$ cat src/rtl/wb_arb_pkg.sv
// ============================================================================
//  Module   : wb_arb_pkg
//  Purpose  : Shared state encoding and Wishbone cycle-type constants for the
//             two-master Wishbone arbiter.
//  Revision : 1.0
// ============================================================================
`default_nettype none

package wb_arb_pkg;

    typedef enum logic [1:0] {
        IDLE  = 2'd0,
        G0    = 2'd1,
        G1    = 2'd2,
        DRAIN = 2'd3
    } arb_state_e;

    localparam logic [2:0] CTI_CLASSIC = 3'b000;
    localparam logic [2:0] CTI_INC     = 3'b010;
    localparam logic [2:0] CTI_EOB     = 3'b111;

endpackage

`default_nettype wire

$ cat src/rtl/wb_arb_watchdog.sv
// ============================================================================
//  Module   : wb_arb_watchdog
//  Purpose  : Counts strobed cycles without a slave response and flags the
//             cycle in which the count reaches TIMEOUT-1.
//  Revision : 1.0
// ============================================================================
`default_nettype none

module wb_arb_watchdog #(
    parameter int TIMEOUT = 1024,
    parameter int TW      = 11
) (
    input  logic clk_i,
    input  logic rst_i,
    input  logic clr_i,
    input  logic en_i,
    output logic timeout_o
);

    generate
        if (TIMEOUT == 0) begin : g_off
            logic unused_wdog;
            assign unused_wdog = ^{clk_i, rst_i, clr_i, en_i};
            assign timeout_o   = 1'b0;
        end else begin : g_on
            localparam logic [TW-1:0] LIMIT = TW'(TIMEOUT - 1);

            logic [TW-1:0] cnt_q;
            logic [TW-1:0] cnt_d;

            always_comb begin
                cnt_d = cnt_q;
                if (clr_i) begin
                    cnt_d = '0;
                end else if (en_i) begin
                    cnt_d = cnt_q + 1'b1;
                end
            end

            always_ff @(posedge clk_i) begin
                if (rst_i) begin
                    cnt_q <= '0;
                end else begin
                    cnt_q <= cnt_d;
                end
            end

            // A response in the threshold cycle wins over the timeout.
            assign timeout_o = en_i & ~clr_i & (cnt_q == LIMIT);
        end
    endgenerate

endmodule

`default_nettype wire

$ cat src/rtl/wb_arbiter_2m.sv
// ============================================================================
//  Module   : wb_arbiter_2m
//  Purpose  : Two-master / one-slave Wishbone B3 arbiter with round-robin or
//             fixed data-bus priority and a response watchdog.
//  Revision : 1.0
// ============================================================================
`default_nettype none

module wb_arbiter_2m
    import wb_arb_pkg::*;
#(
    parameter int AW        = 32,
    parameter int DW        = 32,
    parameter int DATA_PRIO = 0,
    parameter int TIMEOUT   = 1024,
    parameter int TW        = 11
) (
    input  logic            wb_clk_i,
    input  logic            wb_rst_i,
    input  logic [AW-1:0]   wb_m0_adr_i,
    input  logic [DW-1:0]   wb_m0_dat_i,
    input  logic [DW/8-1:0] wb_m0_sel_i,
    input  logic            wb_m0_we_i,
    input  logic            wb_m0_cyc_i,
    input  logic            wb_m0_stb_i,
    input  logic [2:0]      wb_m0_cti_i,
    input  logic [1:0]      wb_m0_bte_i,
    output logic [DW-1:0]   wb_m0_dat_o,
    output logic            wb_m0_ack_o,
    output logic            wb_m0_err_o,
    output logic            wb_m0_rty_o,
    input  logic [AW-1:0]   wb_m1_adr_i,
    input  logic [DW-1:0]   wb_m1_dat_i,
    input  logic [DW/8-1:0] wb_m1_sel_i,
    input  logic            wb_m1_we_i,
    input  logic            wb_m1_cyc_i,
    input  logic            wb_m1_stb_i,
    input  logic [2:0]      wb_m1_cti_i,
    input  logic [1:0]      wb_m1_bte_i,
    output logic [DW-1:0]   wb_m1_dat_o,
    output logic            wb_m1_ack_o,
    output logic            wb_m1_err_o,
    output logic            wb_m1_rty_o,
    output logic [AW-1:0]   wb_s_adr_o,
    output logic [DW-1:0]   wb_s_dat_o,
    output logic [DW/8-1:0] wb_s_sel_o,
    output logic            wb_s_we_o,
    output logic            wb_s_cyc_o,
    output logic            wb_s_stb_o,
    output logic [2:0]      wb_s_cti_o,
    output logic [1:0]      wb_s_bte_o,
    input  logic [DW-1:0]   wb_s_dat_i,
    input  logic            wb_s_ack_i,
    input  logic            wb_s_err_i,
    input  logic            wb_s_rty_i,
    output logic [1:0]      grant_o
);

    arb_state_e state_q, state_d;
    logic       last_q, last_d;       // 1 = master 1 held the last grant
    logic       granted, sel_m1, s_resp, timeout;
    logic       ack_g, err_g, rty_g;

    assign granted = (state_q == G0) || (state_q == G1);
    assign sel_m1  = (state_q == G1);
    assign s_resp  = wb_s_ack_i | wb_s_err_i | wb_s_rty_i;
    assign grant_o = {state_q == G1, state_q == G0};

    assign wb_s_adr_o = granted ? (sel_m1 ? wb_m1_adr_i : wb_m0_adr_i) : '0;
    assign wb_s_dat_o = granted ? (sel_m1 ? wb_m1_dat_i : wb_m0_dat_i) : '0;
    assign wb_s_sel_o = granted ? (sel_m1 ? wb_m1_sel_i : wb_m0_sel_i) : '0;
    assign wb_s_we_o  = granted & (sel_m1 ? wb_m1_we_i  : wb_m0_we_i);
    assign wb_s_cyc_o = granted & (sel_m1 ? wb_m1_cyc_i : wb_m0_cyc_i);
    assign wb_s_stb_o = granted & (sel_m1 ? wb_m1_stb_i : wb_m0_stb_i);
    assign wb_s_cti_o = granted ? (sel_m1 ? wb_m1_cti_i : wb_m0_cti_i) : '0;
    assign wb_s_bte_o = granted ? (sel_m1 ? wb_m1_bte_i : wb_m0_bte_i) : '0;

    // The watchdog's own err replaces any slave response in its pulse cycle.
    assign ack_g = granted & wb_s_ack_i & ~timeout;
    assign err_g = granted & (wb_s_err_i | timeout);
    assign rty_g = granted & wb_s_rty_i & ~timeout;

    assign wb_m0_ack_o = ack_g & ~sel_m1;
    assign wb_m0_err_o = err_g & ~sel_m1;
    assign wb_m0_rty_o = rty_g & ~sel_m1;
    assign wb_m1_ack_o = ack_g & sel_m1;
    assign wb_m1_err_o = err_g & sel_m1;
    assign wb_m1_rty_o = rty_g & sel_m1;
    assign wb_m0_dat_o = wb_s_dat_i;
    assign wb_m1_dat_o = wb_s_dat_i;

    wb_arb_watchdog #(
        .TIMEOUT (TIMEOUT),
        .TW      (TW)
    ) u_wdog (
        .clk_i     (wb_clk_i),
        .rst_i     (wb_rst_i),
        .clr_i     (s_resp | ~granted),
        .en_i      (wb_s_cyc_o & wb_s_stb_o),
        .timeout_o (timeout)
    );

    always_comb begin
        state_d = state_q;
        last_d  = last_q;
        case (state_q)
            IDLE: begin
                if (wb_m0_cyc_i && wb_m1_cyc_i) begin
                    if ((DATA_PRIO != 0) || !last_q) begin
                        state_d = G1;
                        last_d  = 1'b1;
                    end else begin
                        state_d = G0;
                        last_d  = 1'b0;
                    end
                end else if (wb_m0_cyc_i) begin
                    state_d = G0;
                    last_d  = 1'b0;
                end else if (wb_m1_cyc_i) begin
                    state_d = G1;
                    last_d  = 1'b1;
                end
            end
            G0: begin
                if (timeout) begin
                    state_d = DRAIN;
                end else if (!wb_m0_cyc_i) begin
                    state_d = IDLE;
                end
            end
            G1: begin
                if (timeout) begin
                    state_d = DRAIN;
                end else if (!wb_m1_cyc_i) begin
                    state_d = IDLE;
                end
            end
            DRAIN: begin
                if (!(last_q ? wb_m1_cyc_i : wb_m0_cyc_i)) begin
                    state_d = IDLE;
                end
            end
            default: state_d = IDLE;
        endcase
    end

    always_ff @(posedge wb_clk_i) begin
        if (wb_rst_i) begin
            state_q <= IDLE;
            last_q  <= 1'b1;
        end else begin
            state_q <= state_d;
            last_q  <= last_d;
        end
    end

endmodule

`default_nettype wire

$ cat config.mk
export PLATFORM = sky130hd
export DESIGN_NAME = wb_arbiter_2m
export DESIGN_NICKNAME = d
export VERILOG_FILES = /design/src/rtl/wb_arb_pkg.sv /design/src/rtl/wb_arb_watchdog.sv /design/src/rtl/wb_arbiter_2m.sv
export SDC_FILE = /design/constraint.sdc
export NUM_CORES = 1
export LEC_CHECK = 0
export BUFFER_PORTS_ARGS = -buffer_cell sky130_fd_sc_hd__buf_2
export CAP_MARGIN = 15
export CORE_AREA = 4 4 128 130
export DETAILED_ROUTE_END_ITERATION = 7
export DIE_AREA = 0 0 132 134
export HOLD_SLACK_MARGIN = 0.05
export PLACE_DENSITY = 0.58
export SLEW_MARGIN = 20
export SYNTH_ARGS = -nofsm -noshare
export SYNTH_HDL_FRONTEND = slang
export SYNTH_SLANG_ARGS = --single-unit
export TNS_END_PERCENT = 5
$ cat constraint.sdc
create_clock -name wb_clk_i -period 5.1 [get_ports wb_clk_i]
set_input_delay 1.275 -clock wb_clk_i [delete_from_list [all_inputs] [get_ports wb_clk_i]]
set_output_delay 1.275 -clock wb_clk_i [all_outputs]
set_load 0.01 [all_outputs]
**Word-level counts from Yosys, hierarchy flattened**

Cells that the tools add are included.

- Add/sub/neg operators: 1
- Eq/ne operators: 8
- Multiplexer cells: 28
- Bitwise operators: 25
- Reduce and logical (&&, ||, !) cells: 7

Operator list:

| cell | number |
|---|---|
| two-way mux 32 bit | 4 |
| two-way mux 2 bit | 11 |
| bitwise AND 1 bit | 17 |
| adder 11 x 1 -> 11 bit (second input constant) | 1 |
| equality test 11 x 10 -> 1 bit (second input constant) | 1 |
| two-way mux 1 bit | 8 |
| two-way mux 4 bit | 2 |
| case mux 2 bit (4 select lines) | 1 |
| two-way mux 3 bit | 2 |
| inequality test 3 x 2 -> 1 bit (second input constant) | 2 |
| equality test 2 bit (second input constant) | 2 |
| inequality test 4 bit (second input constant) | 1 |
| inverter 1 bit | 4 |
| bitwise OR 1 bit | 4 |
| AND reduction 4 bit | 1 |
| nonzero test 3 bit | 1 |
| equality test 2 x 1 -> 1 bit (second input constant) | 1 |
| zero test 2 bit | 1 |
| inequality test 2 bit (second input constant) | 1 |
| AND reduction 2 bit | 1 |
| OR reduction 2 bit | 1 |
| logical AND 1 bit | 1 |
| logical OR 1 bit | 1 |

- Bits in registers: 14
- Logic and storage cells: 72

**Longest topological paths before layout**

Gate-level depths: netlist of the first run.

- Depth in word-level cells: 10
- Gate-level depth with buffers: 9

**Cells and area by module**

A second synthesis of the first run with hierarchy kept.

- Cell total of the unflattened synthesis: 334
- Area, all modules: 2696.3 um2

Modules (own cells, without submodules):

| module | times used | cells each | area an instance (um2) | seq. area each (um2) |
|---|---|---|---|---|
| wb_arbiter_2m | 1 | 276 | 2175.8 | 60.1 |
| wb_arb_watchdog | 1 | 58 | 520.5 | 220.2 |

**Worst setup path before layout of the first run**

OpenSTA, ideal clock, no wires.

- Path type: input-to-output
- Start point: input port wb_s_err_i
- End point: output port wb_m0_err_o
- Arrival: 2660 ps
- Slack: 1165 ps
- Stages on the path: 4
- Cell sequence: or4b_2 > nor4_4 > nor2_1 > nor3b_1

- Cells in the longest elaborated chain, start to end: 9

RTL lines:

| element | RTL line | source |
|---|---|---|
| start: declaration | wb_arbiter_2m.sv:54 | `input logic wb_s_err_i,` |
| bitwise OR 1 bit (2 in a row) | wb_arbiter_2m.sv:66 | `assign s_resp = wb_s_ack_i \| wb_s_err_i \| wb_s_rty_i;` |
| bitwise OR 1 bit | wb_arbiter_2m.sv:98 | `.clr_i (s_resp \| ~granted),` |
| inverter 1 bit | wb_arb_watchdog.sv:49 | `assign timeout_o = en_i & ~clr_i & (cnt_q == LIMIT);` |
| bitwise AND 1 bit (2 in a row) | wb_arb_watchdog.sv:49 |  |
| bitwise OR 1 bit (*) | wb_arbiter_2m.sv:80 | `assign err_g = granted & (wb_s_err_i \| timeout);` |
| bitwise AND 1 bit (*) | wb_arbiter_2m.sv:80 |  |
| bitwise AND 1 bit (*) | wb_arbiter_2m.sv:84 | `assign wb_m0_err_o = err_g & ~sel_m1;` |
| end: declaration | wb_arbiter_2m.sv:30 | `output logic wb_m0_err_o,` |

Every way passes the cells marked *; elsewhere a longest branch is shown, timed or not.

**Final worst setup path of the first run**

Ends and elaborated chain as after synthesis.

==> results of run 1 <==
-- logic make-up (layout without fill, tap and decap cells) --
logic type	Yosys count	count (layout)	share of synthesized area
fa+ha+maj	7	7	0.0328
xor+xnor	6	6	0.0197
flops	14	14	0.105
compound gates	19	19	0.0431
mux	78	78	0.295
simple gates	125	125	0.288
buf+inv	89	250	0.217
-- worst paths after layout --
kind | start | endpoint | slack, ps | cells after the start
max | wb_s_err_i | wb_m0_err_o | 980 | 6
min | u_wdog.g_on.cnt_q[9] | u_wdog.g_on.cnt_q[9] | 490 | 2
min reg2reg | u_wdog.g_on.cnt_q[9] | u_wdog.g_on.cnt_q[9] | 490 | 2
max reg2reg | state_q[1] | u_wdog.g_on.cnt_q[9] | 2410 | 7
-- critical path: cells and delay by family --
family        cells  cell delay [ps]
simple gates      4             1310
buf+inv           2              260
-- metrics by stage --
step	cell area [um2]	utilization	setup slack, ps	power (W)
floorplan	2670	-	1170	0.00119
global placement	3590	0.237	989	0.00172
detailed placement	3590	0.237	960	0.00172
CTS	3670	0.243	933	0.00189
global route	3670	0.243	736	0.00201
finish	3670	0.243	977	0.00185
-- where the power goes --
group | leakage (nW) | internal (W) | total [W] | switching [W]
Sequential | 0.113 | 0.000120 | 0.000133 | 0.0000136
Clock | 0.0442 | 0.000119 | 0.000166 | 0.0000474
Combinational | 1.62 | 0.000718 | 0.00155 | 0.000833
-- state kept, by name, indices dropped and copies added, names as in the netlist --
| register | count |
|---|---|
| state_q | 2 |
| u_wdog.g_on.cnt_q | 11 |
| last_q | 1 |
-- layer usage --
layer	wire, um	up-vias
li1	-	1396
met1	3950	1163
met2	4460	169
met3	1050	31
met4	275	0
met5	0	-
-- layout make-up --
type / instances / area share
clock buffers: 4 / 0.0242
inverters: 4 / 0.00409
multi-input cells: 235 / 0.497
flip-flops and latches: 14 / 0.0763
well taps: 188 / 0.0640
repair buffers: 242 / 0.334
-- synth_stat cells, types with 2 or more instances --
cell	instances
sky130_fd_sc_hd__a211oi_1	2
sky130_fd_sc_hd__a21oi_1	5
sky130_fd_sc_hd__a22oi_1	2
sky130_fd_sc_hd__and2_1	2
sky130_fd_sc_hd__and3_1	2
sky130_fd_sc_hd__and3b_1	2
sky130_fd_sc_hd__and4_1	3
sky130_fd_sc_hd__buf_1	8
sky130_fd_sc_hd__buf_4	65
sky130_fd_sc_hd__clkbuf_1	11
sky130_fd_sc_hd__dfxtp_1	14
sky130_fd_sc_hd__ha_1	7
sky130_fd_sc_hd__inv_1	4
sky130_fd_sc_hd__mux2_2	2
sky130_fd_sc_hd__mux2i_1	75
sky130_fd_sc_hd__nand2_1	7
sky130_fd_sc_hd__nand3_1	6
sky130_fd_sc_hd__nor2_1	11
sky130_fd_sc_hd__nor2b_1	76
sky130_fd_sc_hd__nor3_1	4
sky130_fd_sc_hd__o21ai_0	6
sky130_fd_sc_hd__or3_1	4
sky130_fd_sc_hd__xnor2_1	4
sky130_fd_sc_hd__xor2_1	2
-- layout by cell type, fill, tap and decap left out, drive strengths merged, types with 3 or more instances in the layout --
cell    synthesis  routed
a21oi           5       5
and4            3       3
buf            74     242
clkbuf         11       4
dfxtp          14      14
ha              7       7
inv             4       4
mux2            3       3
mux2i          75      75
nand2           7       7
nand3           7       7
nor2           11      11
nor2b          76      76
nor3            4       4
o21ai           6       6
or3             4       4
xnor2           4       4
==> results.md, run 1 <==
- Once placement completed, the tool counted placed cells totaling 683.
- Setup repair after global routing left no endpoint under its margin.
- The share of the cycle needed by the critical path after routing is 0.808.
- The number of instances in the synthesized netlist is 338.
- The sum of negative setup slack is 0 ps.
- After global routing, the most crowded layer is met2.
- The post-detailed-route DRC marker count is 0.
- The number of global-route vias before repair is 2775.
- For this run, asynchronously set or reset flops after synthesis account for 0.
- The endpoint required time on the critical path is 3830 ps.
- The count of clock tree sinks is 14.
- Detailed placement ended at an HPWL of 8.25 mm.
- The global placer's final weighted congestion is 0.787.
- The area of the multi-input gates is 1830 um2.
- The die footprint is 17700 um2.
- Of the synthesized area, sequential elements account for 0.105.
- The global-route wire length before repair is 14.9 mm.
- The root buffer selected by CTS is sky130_fd_sc_hd__clkbuf_16.
- Summed over all layers, the routed wires come to 9.74 mm.
- Based on the critical path, the design can be clocked at up to 243 MHz.
- The later pin in the worst-skew pair is clocked with a latency of 240 ps.
- The relative max-transition margin is 0.546.
- The count of buffers added on input and output ports is 240.
- The number of max-cap violations is 0.
- The horizontal die dimension is 132 um.
- Hold repair after CTS inserted 0 buffers.
- Power spread over the standard cell area amounts to 504 nW/um2.
- The pre-antenna-repair detailed-routing pass consisted of 4 iterations.
- For the worst setup path, the data arrival time is 2850 ps.
- The share of final-layout standard cells stronger than drive strength 1 is 0.511.
- The register area is 280 um2.
- The final setup skew is 2.52 ps.
- Dividing the synthesized area by the synthesized cell count gives 7.90 um2.
- The maximum buffer depth of the clock tree is 2.
- The number of failing hold endpoints at the final stage is 0.
- The floorplan has 45 rows.
- STA classifies the critical path endpoint as an output pin.
- Setup violations remaining at the end of the flow were counted as 0.
- The CTS tree is done.
- The total nets after synthesis is 534.
- After detailed routing, the average wire length per cell comes to 14.2 um.
- The floorplan step set the die height to 134 um.
- The run finished with clean final reports.
- The type of the worst setup path is in2out.
- The filler cells instantiated in the layout total 1697.
- Entering global routing, the biggest net connects 84 pins.
- Once layout is complete, the cells apart from fillers number 687.
- The final-report max-slew violation count came to 0.
- For this design, the slowest cell found on the critical path is sky130_fd_sc_hd__or4b_2.
- The total of cells resized after clock tree synthesis is 0.
- For met1 alone, demand over resource in global routing was 0.127.
- In this run, synthesis produced a sequential element count of 14.
- At the pin with the least slew margin, the transition time is 680 ps.
- The post-CTS setup buffer count is 0.
- The highest fanout seen on the critical path is 4.
- The first-iteration detailed-routing DRC count is 100.
- After synthesis, the netlist uses 38 different library cells.
- Traced cell by cell, the critical path runs through buf_2 -> or4b_2 -> nor4_4 -> nor2_1 -> nor3b_1 -> buf_2.
- The final hold slack is 490 ps.
- The met2 layer usage reported by global route is 0.164.
- 0 antenna diodes ended up in the layout.
- The effective utilization at floorplan is 0.176.
- After detailed routing, the number of vias per cell comes to 4.02.
- The cell type with the highest occurrence count on the critical path is sky130_fd_sc_hd__buf_2.
- The peak supply drop is 0.220 mV.
- The tightest min-delay check is of the reg2reg type.
- After floorplanning, the core was sized to cover 15100 um2.
- The startpoint class of the critical path is an input pin.
- The aggregate global-route resource usage is 0.103.
- In this run the number of H-tree levels came out at 1.
- The leading register cell type out of synthesis is sky130_fd_sc_hd__dfxtp_1.
- The number of synthesized flops with an enable pin is 0.
- The post-synthesis cell type with the largest combined area is sky130_fd_sc_hd__mux2i_1.
- The count of nets left with antenna violations after detail routing is 0.
- The number of antenna violations at the first check in global routing is 0.
- The final route contains 2759 vias.
- The share of synthesized area in the top cell type comes to 0.281.
- The synthesis-to-layout area growth is 37.6%.
- By area the synthesized netlist is led by sky130_fd_sc_hd__mux2i_1, sky130_fd_sc_hd__buf_4, sky130_fd_sc_hd__nor2b_1.
- The post-synthesis cell area is 2670 um2.
- For this run, the number of Yosys warnings is 0.
- The peak per-stage delay on the critical path is 710 ps.
- The global routing met3 resource utilization is 0.0386.
- In the final design database the tool counted 696 nets.
- The time the final worst path needs with I/O delays and setup is 4120 ps.
- Clock-pin slew was measured on the worst setup and hold paths at 50 ps.
- The analysis attributes to cell leakage a power of 1.78 nW.
- The number of ports placed on the die boundary is 337.
- The total overflow left after global routing is 0.
- The TritonCTS buffer count is 3.
(Power assumes the default switching activity.)
==> run 2: changes to the inputs <==
CORE_AREA = 4 4 130 132   (was 4 4 128 130)
DIE_AREA = 0 0 134 136   (was 0 0 132 134)
PLACE_DENSITY = 0.57   (was 0.58)
clock period = 4 ns   (was 5.1 ns; I/O delays follow)
==> results.md, run 2 (same netlist as run 1, synthesis figures left out) <==
- The flip-flop count of the largest register after layout is 11 (unchanged).
- The count of nets left with antenna violations after detail routing is 0 (unchanged).
- The global placer's final weighted congestion is 0.782 (-0.69%).
- The slew at the pin with the worst max-slew slack was 678 ps (-2.91 ps).
- The sum of negative setup slack was 0 ps (unchanged).
- Compared with the post-synthesis result, the final layout area differs by 38.9%.
- The height of the chip came to 136 um (+1.5%).
- Derived from the worst setup path, the maximum achievable clock frequency is 279 MHz.
- The relative max-transition margin came to 0.548 (+0.00194).
- STA classifies the critical path startpoint as a register.
- The final net count is 696 (unchanged).
- The share of final-layout standard cells stronger than drive strength 1 is 0.511 (unchanged).
- Traced cell by cell, the critical path runs through inv_1 -> ha_2 -> or4b_2 -> nor4_4 -> nor2_1 -> nor3b_1 -> buf_2.
- The worst setup path is of the reg2out kind.
- The met3 wire length is 1.04 mm (-0.48%).
- The core footprint is 15700 um2 (+3.7%).
- The first-pass iteration count of the detailed router was 4 (unchanged).
- The type of destination of the critical path is an output pin.
- The diode insertion count for antenna repair is 0 (unchanged).
- The number of core rows is 46 (+2.2%).
- The number of buffer and inverter instances along the worst setup path is 2 (unchanged).
- The effective utilization at floorplan was 0.170 (-0.00636).
- The sum of overflow across all layers after global routing was 0 (unchanged).
- The die footprint is 18200 um2 (+3.0%).
- The number of endpoints failing setup at the final stage was 0 (unchanged).
- The most common library cell in the layout ignoring fill and taps is sky130_fd_sc_hd__buf_2.
- The total power per unit cell area is 638 nW/um2 (+27%).
- The flow ran to the end, and the final reports show no timing, DRC or antenna violations.
- The placed wire-length estimate after detailed placement is 8.30 mm (+0.62%).
- The post-detailed-route DRC marker count is 0 (unchanged).
- The highest fanout seen on the critical path is 5 (+1).
- The maximum buffer depth of the clock tree was 2 (unchanged).
- The total of cells resized after clock tree synthesis came to 0 (unchanged).
- The number of global-route vias before repair is 2621 (-5.5%).
- The detailed-route vias per instance is 3.84 (-4.3%).
- The final setup skew came to 1.03 ps (-1.49 ps).
- The slowest stage of the critical path belongs to the cell sky130_fd_sc_hd__or4b_2.
- The horizontal die dimension was 134 um (+1.5%).
- The peak per-stage delay on the critical path is 640 ps (-70 ps).
- The quantity of hold-fixing buffers added after cts was 0 (unchanged).
- The detail-routed net length per standard cell is 13.8 um (-2.9%).
- The global-route wire length before repair is 14.0 mm (-5.8%).
- The root buffer selected by CTS is sky130_fd_sc_hd__clkbuf_16.
- The final-report max-slew violation count is 0 (unchanged).
- The count of clock tree sinks is 14 (unchanged).
- The share of the core filled with cells in the final layout came to 0.236 (-0.00652).
- The count of port buffers added during placement was 240 (unchanged).
- The wire length reported by the detailed router is 9.84 mm (+1.0%).
- The clock latency reported for the late side of the worst-skew pair is 240 ps (about the same).
- The peak supply drop is 0.350 mV (+59%).
- The final hold slack is 483 ps (-7.66 ps).
- The kind of path behind the tightest hold check is reg2reg.
- The pin count of the biggest net entering global routing is 83 (-1.2%).
- The routed metal-1 wirelength is 4.10 mm (+4.0%).
- In this run the top signal layer used is met5.
- The post-CTS setup buffer count was 0 (unchanged).
- The library cells used most frequently in the layout, excluding fill and tap cells, are sky130_fd_sc_hd__buf_2, sky130_fd_sc_hd__nor2b_1, sky130_fd_sc_hd__mux2i_1.
- Dividing the final minimum period by the clock period gives 0.895.
- The endpoint required time on the critical path is 3000 ps (-830 ps).
- In the final layout, the registers with the most flip-flops are u_wdog.g_on.cnt_q: 11 flops, state_q: 2 flops, last_q: 1 flops.
- The number of max-cap violations came to 0 (unchanged).
- The routed wire length on met2 is 4.51 mm (+1.0%).
- Grouping stages by cell kind, the critical path spends the most delay in simple AND/OR/NAND/NOR gates.
- The aggregate global-route resource usage is 0.0966 (-0.00650).
- The clock input transition at the sequential cells of the worst setup and hold paths is 50 ps (about the same).
- The overall via count from detail_route is 2747 (-0.43%).
- The CTS tree is done.
- The TritonCTS buffer count came to 3 (unchanged).
- The number of ports placed on the die boundary is 337 (unchanged).
- The H-tree level count is 1 (unchanged).
- The number of antenna violations at the first check in global routing is 1 (+1).
- The time the final worst path needs with I/O delays and setup is 3580 ps.
- The signal arrival time at the worst endpoint is 2580 ps (-270 ps).
- The top register by number of flip-flops is u_wdog.g_on.cnt_q.
- The static leakage is 1.78 nW (unchanged).
- The worst setup slack for register-to-register paths is 1620 ps (-790 ps).
- The number of failing hold endpoints at the final stage came to 0 (unchanged).
- Setup repair after global routing left no endpoint under its margin.
- The first-iteration detailed-routing DRC count is 86 (-14%).
run 2: worst register-to-register path, delay by kind of cell, from the launching register on:
family / cells / cell delay, ps
flops: 1 / 410
fa+ha+maj: 1 / 390
simple gates: 3 / 1220
compound gates: 1 / 160
buf+inv: 1 / 140
run 2: report_power, final:
group	switching, W	total, W	internal (W)
clock	0.0000607	0.000212	0.000152
combinational	0.00107	0.00199	0.000922
sequential	0.0000158	0.000169	0.000153
run 2: stage by stage:
step	total power (W)	instance area (um2)	worst slack, ps	std cells
2_1_floorplan	0.00152	2670	615	338
3_3_place_gp	0.00219	3620	438	711
3_5_place_dp	0.00219	3620	426	711
4_1_cts	0.00241	3710	387	715
5_1_grt	0.00256	3710	264	715
6_report	0.00237	3710	419	715
run 2: layout make-up:
type                    instances  area, um2
multi-input cells             235       1830
well taps                     216        270
flip-flops and latches         14        280
fillers                      1739      12000
repair buffers                242       1230
clock buffers                   4       88.8
inverters                       4       15.0
run 2: layer usage:
metal  vias to the layer above  global-route usage
li1                       1396                   -
met1                      1178               0.126
met2                       154               0.148
met3                        17              0.0366
met4                         2              0.0274
met5                         -                   0
run 2: final timing paths:
| path | startpoint | endpoint | cells after the start |
|---|---|---|---|
| hold reg to reg | u_wdog.g_on.cnt_q[9] | u_wdog.g_on.cnt_q[9] | 2 |
| setup reg to reg | state_q[1] | state_q[1] | 6 |
| hold / removal | u_wdog.g_on.cnt_q[9] | u_wdog.g_on.cnt_q[9] | 2 |
| setup / recovery | state_q[1] | wb_m0_err_o | 7 |
